<file path="config.mk">
export PLATFORM = sky130hd
export DESIGN_NAME = alu_ctrl_generator
export DESIGN_NICKNAME = d
export VERILOG_FILES = /design/src/rtl/alu_ctrl_generator.sv
export SDC_FILE = /design/constraint.sdc
export NUM_CORES = 1
export LEC_CHECK = 0
export ABC_AREA = 1
export CORE_ASPECT_RATIO = 0.5
export CORE_MARGIN = 3
export CORE_UTILIZATION = 35
export DETAILED_ROUTE_END_ITERATION = 12
export GPL_TIMING_DRIVEN = 0
export SLEW_MARGIN = 25
export SYNTH_ARGS = -nofsm -noshare
export SYNTH_HDL_FRONTEND = slang
export SYNTH_SLANG_ARGS = --single-unit
</file>
<file path="constraint.sdc">
create_clock -name clk -period 2.7 [get_ports clk]
set_input_delay 0.405 -clock clk [delete_from_list [all_inputs] [get_ports clk]]
set_output_delay 0.405 -clock clk [all_outputs]
set_load 0.005 [all_outputs]
</file>
<file path="src/rtl/alu_ctrl_generator.sv">
// Registered RV32I opcode/funct3/funct7 decoder producing the ALU operation code and datapath strobes.
// Optional ILLEGAL_COUNT_EN adds a saturating 16-bit count of illegal decodes.
module alu_ctrl_generator #(
  parameter logic [3:0] INVALID_CODE = 4'b1111
) (
  input  logic        clk,
  input  logic        rst_n,
  input  logic        in_valid,
  input  logic [6:0]  opcode,
  input  logic [2:0]  funct3,
  input  logic [6:0]  funct7,
  output logic [3:0]  alu_control,
  output logic        illegal,
  output logic        reg_write,
  output logic        alu_src_imm,
  output logic        mem_read,
  output logic        mem_write,
  output logic        branch,
  output logic        jump,
`ifdef ILLEGAL_COUNT_EN
  output logic [15:0] illegal_count,
`endif
  output logic        out_valid
);

  typedef enum logic [3:0] {
    ALU_ADD    = 4'b0000,
    ALU_SUB    = 4'b0001,
    ALU_SLL    = 4'b0010,
    ALU_SLT    = 4'b0011,
    ALU_SLTU   = 4'b0100,
    ALU_XOR    = 4'b0101,
    ALU_SRL    = 4'b0110,
    ALU_SRA    = 4'b0111,
    ALU_OR     = 4'b1000,
    ALU_AND    = 4'b1001,
    ALU_PASS_B = 4'b1010
  } alu_op_e;

  typedef enum logic [6:0] {
    OP_R      = 7'b0110011,
    OP_I      = 7'b0010011,
    OP_LOAD   = 7'b0000011,
    OP_STORE  = 7'b0100011,
    OP_BRANCH = 7'b1100011,
    OP_LUI    = 7'b0110111,
    OP_AUIPC  = 7'b0010111,
    OP_JAL    = 7'b1101111,
    OP_JALR   = 7'b1100111
  } opcode_e;

  logic [3:0] dec_code;
  logic       dec_ok;
  logic       dec_reg_write;
  logic       dec_imm;
  logic       dec_mem_read;
  logic       dec_mem_write;
  logic       dec_branch;
  logic       dec_jump;

  always_comb begin
    dec_code      = ALU_ADD;
    dec_ok        = 1'b0;
    dec_reg_write = 1'b0;
    dec_imm       = 1'b0;
    dec_mem_read  = 1'b0;
    dec_mem_write = 1'b0;
    dec_branch    = 1'b0;
    dec_jump      = 1'b0;

    case (opcode)
      OP_R: begin
        dec_reg_write = 1'b1;
        if (funct7 == 7'h00) begin
          dec_ok = 1'b1;
          case (funct3)
            3'b000:  dec_code = ALU_ADD;
            3'b001:  dec_code = ALU_SLL;
            3'b010:  dec_code = ALU_SLT;
            3'b011:  dec_code = ALU_SLTU;
            3'b100:  dec_code = ALU_XOR;
            3'b101:  dec_code = ALU_SRL;
            3'b110:  dec_code = ALU_OR;
            default: dec_code = ALU_AND;
          endcase
        end else if (funct7 == 7'h20) begin
          if (funct3 == 3'b000) begin
            dec_ok   = 1'b1;
            dec_code = ALU_SUB;
          end else if (funct3 == 3'b101) begin
            dec_ok   = 1'b1;
            dec_code = ALU_SRA;
          end
        end
      end
      OP_I: begin
        dec_reg_write = 1'b1;
        dec_imm       = 1'b1;
        dec_ok        = 1'b1;
        case (funct3)
          3'b000: dec_code = ALU_ADD;
          3'b001: begin
            dec_code = ALU_SLL;
            dec_ok   = (funct7 == 7'h00);
          end
          3'b010: dec_code = ALU_SLT;
          3'b011: dec_code = ALU_SLTU;
          3'b100: dec_code = ALU_XOR;
          3'b101: begin
            dec_code = (funct7 == 7'h20) ? ALU_SRA : ALU_SRL;
            dec_ok   = (funct7 == 7'h00) || (funct7 == 7'h20);
          end
          3'b110:  dec_code = ALU_OR;
          default: dec_code = ALU_AND;
        endcase
      end
      OP_LOAD: begin
        dec_reg_write = 1'b1;
        dec_imm       = 1'b1;
        dec_mem_read  = 1'b1;
        dec_ok        = (funct3 != 3'b011) && (funct3 != 3'b110) && (funct3 != 3'b111);
      end
      OP_STORE: begin
        dec_imm       = 1'b1;
        dec_mem_write = 1'b1;
        dec_ok        = (funct3 <= 3'b010);
      end
      OP_BRANCH: begin
        dec_branch = 1'b1;
        dec_ok     = 1'b1;
        case (funct3)
          3'b000, 3'b001: dec_code = ALU_SUB;
          3'b100, 3'b101: dec_code = ALU_SLT;
          3'b110, 3'b111: dec_code = ALU_SLTU;
          default:        dec_ok   = 1'b0;
        endcase
      end
      OP_LUI: begin
        dec_ok        = 1'b1;
        dec_code      = ALU_PASS_B;
        dec_reg_write = 1'b1;
        dec_imm       = 1'b1;
      end
      OP_AUIPC: begin
        dec_ok        = 1'b1;
        dec_reg_write = 1'b1;
        dec_imm       = 1'b1;
      end
      OP_JAL: begin
        dec_ok        = 1'b1;
        dec_reg_write = 1'b1;
        dec_jump      = 1'b1;
      end
      OP_JALR: begin
        dec_ok        = (funct3 == 3'b000);
        dec_reg_write = 1'b1;
        dec_imm       = 1'b1;
        dec_jump      = 1'b1;
      end
      default: dec_ok = 1'b0;
    endcase

    // Strobes are set optimistically above; an illegal decode squashes them all here.
    if (!dec_ok) begin
      dec_code      = INVALID_CODE;
      dec_reg_write = 1'b0;
      dec_imm       = 1'b0;
      dec_mem_read  = 1'b0;
      dec_mem_write = 1'b0;
      dec_branch    = 1'b0;
      dec_jump      = 1'b0;
    end
  end

  always_ff @(posedge clk) begin
    if (!rst_n) begin
      alu_control <= INVALID_CODE;
      illegal     <= 1'b0;
      reg_write   <= 1'b0;
      alu_src_imm <= 1'b0;
      mem_read    <= 1'b0;
      mem_write   <= 1'b0;
      branch      <= 1'b0;
      jump        <= 1'b0;
      out_valid   <= 1'b0;
    end else if (in_valid) begin
      alu_control <= dec_code;
      illegal     <= !dec_ok;
      reg_write   <= dec_reg_write;
      alu_src_imm <= dec_imm;
      mem_read    <= dec_mem_read;
      mem_write   <= dec_mem_write;
      branch      <= dec_branch;
      jump        <= dec_jump;
      out_valid   <= 1'b1;
    end else begin
      out_valid   <= 1'b0;
    end
  end

`ifdef ILLEGAL_COUNT_EN
  always_ff @(posedge clk) begin
    if (!rst_n) begin
      illegal_count <= '0;
    end else if (in_valid && !dec_ok && (illegal_count != '1)) begin
      illegal_count <= illegal_count + 16'd1;
    end
  end
`endif

endmodule

</file>
==> impl_metrics.tcl, run 1 <==
set metrics [dict create \
    postCtsSetupRepairBufs 0 \
    cts_tree "built" \
    r2r_slack_ns 2.00 \
    gp_congestion 0.8571 \
    layout_min_cycle_time_ns 1.774 \
    core_area_mm2 0.002342 \
    critical_path.startpoint "funct3[1]" \
    h-tree-depth 1 \
    syn_inst 155 \
    holdBufCountCts 0 \
    maxCapViolations 0 \
    io_buffers 31 \
    setup_viol 0 \
    synth_fp_nets 175 \
    wl_per_cell_um 11.15 \
    syn_to_final_growth_pct 44.67 \
    cts.clk_slew.worst_paths_ns 0.05 \
    die_h_um 42.17 \
    leakagePower_nw 0.5787 \
    post-place-ws_ns 0.7110 \
    min_path_type "reg2reg" \
    run_status "completed" \
    skew_ns 0 \
    synthMuxAreaShare_pct 0 \
    synth_adder_area_share_pct 0 \
    grt_pass1_vias 875 \
    drtIter0Drc 57 \
    worstMarginPinSlew_ns 0.4643 \
    routed_wirelength_um 2508 \
    num_antenna_cells 0 \
    reg2reg_from "reg_write$_SDFFE_PN0P_" \
    cts_made_buffers 3 \
    avgSynthCellArea_um2 5.909 \
    grt-ovfl-total 0 \
    finalMaxSlewViolations 0 \
    synth_compound_area_share_pct 12.98 \
    clk_latency_ns 0.24 \
    arrival_ns 1.91 \
    initial_core_util_pct 39.10 \
    required_ns 2.84 \
    grt_usage_pct 14.93 \
    fillCellCount 247 \
    dieArea_mm2 0.003304 \
    grt_max_degree 11 \
    worstSetupPathType "in2reg" \
    final.setup.tns_ns 0 \
    multi_input_area_um2 593.1 \
    worstSetupStartpointType "primary input" \
    ioPinCount 32 \
    ys_ff_latch 12 \
    min_period_over_period_pct 65.71 \
    p_per_area_mw_per_mm2 360.7 \
    cts_root_buf "clkbuf_8" \
    drc 0 \
    synthXorXnorAreaFrac_pct 0 \
    wirelength_met1_um 1436 \
    hpwl_um 2017 \
    synth-simple-area-share_pct 51.78 \
    fin_nets 211 \
    vias_per_cell 4.698 \
    grt_antenna_before_repair 0 \
    slew_headroom_pct 69.05 \
    rsz0062_at_grt "false" \
    min_from "mem_read$_SDFFE_PN0P_" \
    finalHoldViolCount 0 \
    met3_wirelength_um 150 \
    grt_first_pass_wirelength_um 4043 \
    cts.path.max_buffers 2 \
    ff_latch_area_um2 240.2 \
    antenna_left 0 \
    ir_worst_vdd_v 0.0003827 \
    drtPass1Iterations 4 \
    drive_gt1_share_pct 13.16 \
    rows 12 \
    synth_top_family_by_area "simple AND/OR/NAND/NOR gates" \
    clock_sinks 12 \
    setup_slack_ns 0.9258 \
    yosysSeqAreaShare_pct 26.23 \
    dr_total_vias 1057 \
    top_layer_used "met4" \
    cp-end-kind "flip-flop" \
    synth_cell_type_count 22 \
    die_w_um 78.35 \
    crit_path_max_fanout 10 \
    synth_warnings 0 \
    wl_met2_um 913 \
    fmax_mhz 563.6 \
    cts_resized 0 \
    syn_area_um2 915.9 \
]
power by group:
group	internal [mW]	leakage, nW	total, mW	switching, mW
clock	0.128	0.0288	0.189	0.0607
sequential	0.184	0.0982	0.186	0.00235
combinational	0.0510	0.452	0.103	0.0518
critical path, cell delays in order:
cell             delay [ns]
clkdlybuf4s50_1        0.48
buf_4                  0.16
o21ai_0                0.15
nand3_1                0.13
nand3_2                0.08
nor2_2                 0.17
nand4_2                0.19
nand2_1                0.11
inv_1                  0.04
cell families after synthesis:
logic type	Yosys count
AND/OR/NAND/NOR	100
buffers and inverters	21
flip-flops	12
AO/OA/AOI/OAI	22
per-layer routing:
metal | GRT usage, % | up-vias
met1 | 24.27 | 452
met5 | 0 | -
met3 | 2.790 | 2
met2 | 19.39 | 28
li1 | - | 575
met4 | 3.136 | 0
flip-flops by register name, summed over array words and instances, names as in the netlist:
register / cells
out_valid: 1
branch: 1
mem_read: 1
reg_write: 1
alu_src_imm: 1
illegal: 1
alu_control: 4
mem_write: 1
jump: 1
cells in the final DEF (no fill, tap or decap):
cell,Yosys,layout
nor2_2,4,4
nand2_1,44,44
nand4_2,1,1
nand3b_1,1,1
a21oi_2,1,1
nand4_1,3,3
o211ai_1,2,2
nor2_1,21,21
clkbuf_8,0,4
nor3_1,4,4
o21ai_0,10,10
nand3_2,4,4
inv_1,12,12
nand2_2,3,3
or2_2,1,1
clkinv_1,2,2
inv_2,5,5
a21oi_1,9,9
buf_4,1,1
dfxtp_1,12,12
clkbuf_1,1,1
clkdlybuf4s50_1,0,31
nand3_1,13,13
nor3_4,1,1
final cells by class:
class,instances,share of cell area [%]
multi-input combinational,122,44.76
timing repair buffer,31,23.42
sequential,12,18.13
inverter,19,5.382
clock buffer,4,4.155
tap,35,3.305
buffer,2,0.8499
metrics by stage:
| stage | hold WS, ns | cell area [um^2] | power, mW | cells | utilization, % |
|---|---|---|---|---|---|
| 5_1_grt | 0.4994 | 1325 | 0.4995 | 225 | 56.57 |
| 3_3_place_gp | 0.4529 | 1270 | 0.2918 | 221 | 54.22 |
| 4_1_cts | 0.4690 | 1325 | 0.4836 | 225 | 56.57 |
| 2_1_floorplan | 0.4618 | 915.9 | 0.2361 | 155 | - |
| 3_5_place_dp | 0.4610 | 1270 | 0.2924 | 221 | 54.22 |
| 6_report | 0.4685 | 1325 | 0.4779 | 225 | 56.57 |
Yosys cell counts:
cell / count / area share (%)
a21oi_1: 9 / 4.9
a21oi_2: 1 / 0.96
buf_4: 1 / 0.82
clkbuf_1: 1 / 0.41
clkinv_1: 2 / 0.82
dfxtp_1: 12 / 26
inv_1: 12 / 4.9
inv_2: 5 / 2.0
nand2_1: 44 / 18
nand2_2: 3 / 2.0
nand3_1: 13 / 7.1
nand3_2: 4 / 4.4
nand3b_1: 1 / 0.82
nand4_1: 3 / 2.0
nand4_2: 1 / 1.4
nor2_1: 21 / 8.6
nor2_2: 4 / 2.7
nor3_1: 4 / 2.2
nor3_4: 1 / 1.8
o211ai_1: 2 / 1.6
o21ai_0: 10 / 5.5
or2_2: 1 / 0.68
final timing paths:
| kind | endpoint | depth (start not counted) |
|---|---|---|
| max | reg_write$_SDFFE_PN0P_ | 9 |
| min | mem_read$_SDFFE_PN0P_ | 2 |
| max reg2reg | reg_write$_SDFFE_PN0P_ | 4 |
| min reg2reg | mem_read$_SDFFE_PN0P_ | 2 |
(Power assumes the default switching activity.)
==> inputs of run 2 (changes only) <==
Settings changed: PLACE_DENSITY set to 0.67.
Clock period 2.7 ns to 1.5 ns, I/O delays scaled along.
==> run 2 against run 1 <==
  * Sequential cell count unchanged
  * Register-to-register slack worse by 1.2 ns
  * First-iteration DRC count up 32%
  * Sequential power up 80%
  * Routed wire length up 15%
  * Clock power up 80%
  * Highest routed layer unchanged
  * Global-route usage up 1.0 points
  * Cell area up 15%
==> impl_metrics.tcl, run 2 (synthesis gave the netlist of run 1 again) <==
set metrics [dict create \
    largest-register "alu_control" \
    arrival_ns 1.56 \
    crit_path_max_fanout 4 \
    crit_slowest_cell "clkdlybuf4s50_1" \
    wl_per_cell_um 12.61 \
    grt_first_pass_wirelength_um 4326 \
    cts_tree "built" \
    rows 12 \
    largest_register_ffs 4 \
    cp-end-kind "flip-flop" \
    cpPeakStageDelay_ns 0.41 \
    power_frac_clock_pct 38.1 \
    grt_usage_pct 15.96 \
    leakagePower_nw 0.6934 \
    p_per_area_mw_per_mm2 586.0 \
    comb_power_share_pct 24.3 \
    cts_root_buf "clkbuf_8" \
    final.setup.tns_ns 0 \
    num_antenna_cells 0 \
    drtIter0Drc 75 \
    dr_total_vias 1117 \
    p_sw_share_pct 25.98 \
    cts.path.max_buffers 2 \
    ioPinCount 32 \
    die_w_um 78.35 \
    final_cell_area_mm2 0.001523 \
    hpwl_um 2021 \
    worstSetupStartpointType "primary input" \
    antenna_left 0 \
    dieArea_mm2 0.003304 \
    drive_gt1_share_pct 29.38 \
    setup_viol 0 \
    run_status "completed" \
    reg2reg_depth 4 \
    finalMaxSlewViolations 0 \
    final_common_cell "nand2_1" \
    worst-path-stages 10 \
    seqPwrFrac_pct 37.6 \
    layout_min_cycle_time_ns 1.391 \
    fin_nets 215 \
    die_h_um 42.17 \
    io_buffers 31 \
    cts.clk_slew.worst_paths_ns 0.05 \
    skew_ns 0 \
    finalHoldViolCount 0 \
    maxCapViolations 0 \
    grt_antenna_before_repair 0 \
    grt_max_degree 11 \
    power.switching_mw 0.2318 \
    crit_chain "clkdlybuf4s50_1 > nor2_2 > nand2_2 > nor2_4 > inv_2 > nand3_2 > nand2_2 > nand3_2 > nand2_2 > a21oi_2" \
    vias_per_cell 4.878 \
    most-common-layout-cells "nand2_1 (34), clkdlybuf4s50_1 (21), dfxtp_1 (12)" \
    cp_common_cell "nand2_2" \
    grt_pass1_vias 945 \
    gp_congestion 0.8522 \
    hold-path-cell-count 4 \
    holdBufCountCts 0 \
    drc 0 \
    place_area_mm2 0.001270 \
    ir_worst_vdd_v 0.0005538 \
    cp_num_buf_inv 2 \
    clk_latency_ns 0.23 \
    worstMarginPinSlew_ns 0.2988 \
    h-tree-depth 1 \
    cts_made_buffers 3 \
    clock_sinks 12 \
    core_area_mm2 0.002342 \
    syn_to_final_growth_pct 66.26 \
    min_period_over_period_pct 92.76 \
    min_path_type "in2reg" \
    required_ns 1.66 \
    total_power_mw 0.8923 \
    drtPass1Iterations 5 \
    initial_core_util_pct 39.10 \
    cpLargestDelayFamily "simple AND/OR/NAND/NOR gates" \
    fmax_mhz 718.7 \
    routed_wirelength_um 2888 \
    slew_headroom_pct 79.87 \
    p_int_mw 0.6605 \
    grt-ovfl-total 0 \
    worstSetupPathType "in2reg" \
]
==> run 2: metal layers <==
metal | vias up | GRT usage [%] | wire [um]
li1 | 580 | - | -
met1 | 498 | 24.17 | 1451
met2 | 35 | 23.98 | 1270
met3 | 4 | 1.931 | 155
met4 | 0 | 3.136 | 10
met5 | - | 0 | 0
==> run 2: worst reg2reg max path: stages (launching register included) <==
cell     delay (ns)
dfxtp_1        0.32
o21ai_0        0.15
a21oi_1        0.06
nand2_1        0.06
inv_1          0.04
==> run 2: timing repair <==
action / CTS / global route
pin swaps: 2 / 17
cloned: 0 / 1
endpoints found under the setup margin: 8 / 8
buffers inserted: 0 / 3
gates resized for setup: 14 / 42
==> run 2: area by class of cell <==
type                       instances  area (um^2)
buffer                             2        16.27
timing repair buffer              35        351.6
sequential                        12        240.2
clock buffer                       4        55.05
multi-input combinational        122        742.0
inverter                          19        73.82
fill                             217        819.5
tap                               35        43.79
==> run 2: final timing paths <==
check | endpoint | slack [ns] | startpoint
setup / recovery | alu_src_imm$_SDFFE_PN0P_ | 0.11 | funct7[0]
hold / removal | mem_read$_SDFFE_PN0P_ | 0.46 | opcode[4]
setup reg to reg | reg_write$_SDFFE_PN0P_ | 0.78 | reg_write$_SDFFE_PN0P_
hold reg to reg | mem_write$_SDFFE_PN0P_ | 0.47 | mem_write$_SDFFE_PN0P_
==> run 2: power by group through the flow <==
stage	Combinational, mW	Sequential (mW)	Clock [mW]
2_1_floorplan	0.0821	0.343	0
3_3_place_gp	0.183	0.342	0
3_5_place_dp	0.184	0.342	0
4_1_cts	0.191	0.335	0.351
5_1_grt	0.237	0.336	0.365
6_report	0.217	0.335	0.340
==> run 2: per-stage QoR <==
step           worst slack, ns  hold WS (ns)  util, %  cells
2_1_floorplan           0.3231        0.3752        -    155
3_3_place_gp           -0.3461        0.4552    54.22    221
3_5_place_dp           -0.3487        0.4590    54.22    221
4_1_cts               0.001369        0.4681    58.12    225
5_1_grt               -0.01004        0.4842    65.01    229
6_report                0.1087        0.4593    65.01    229
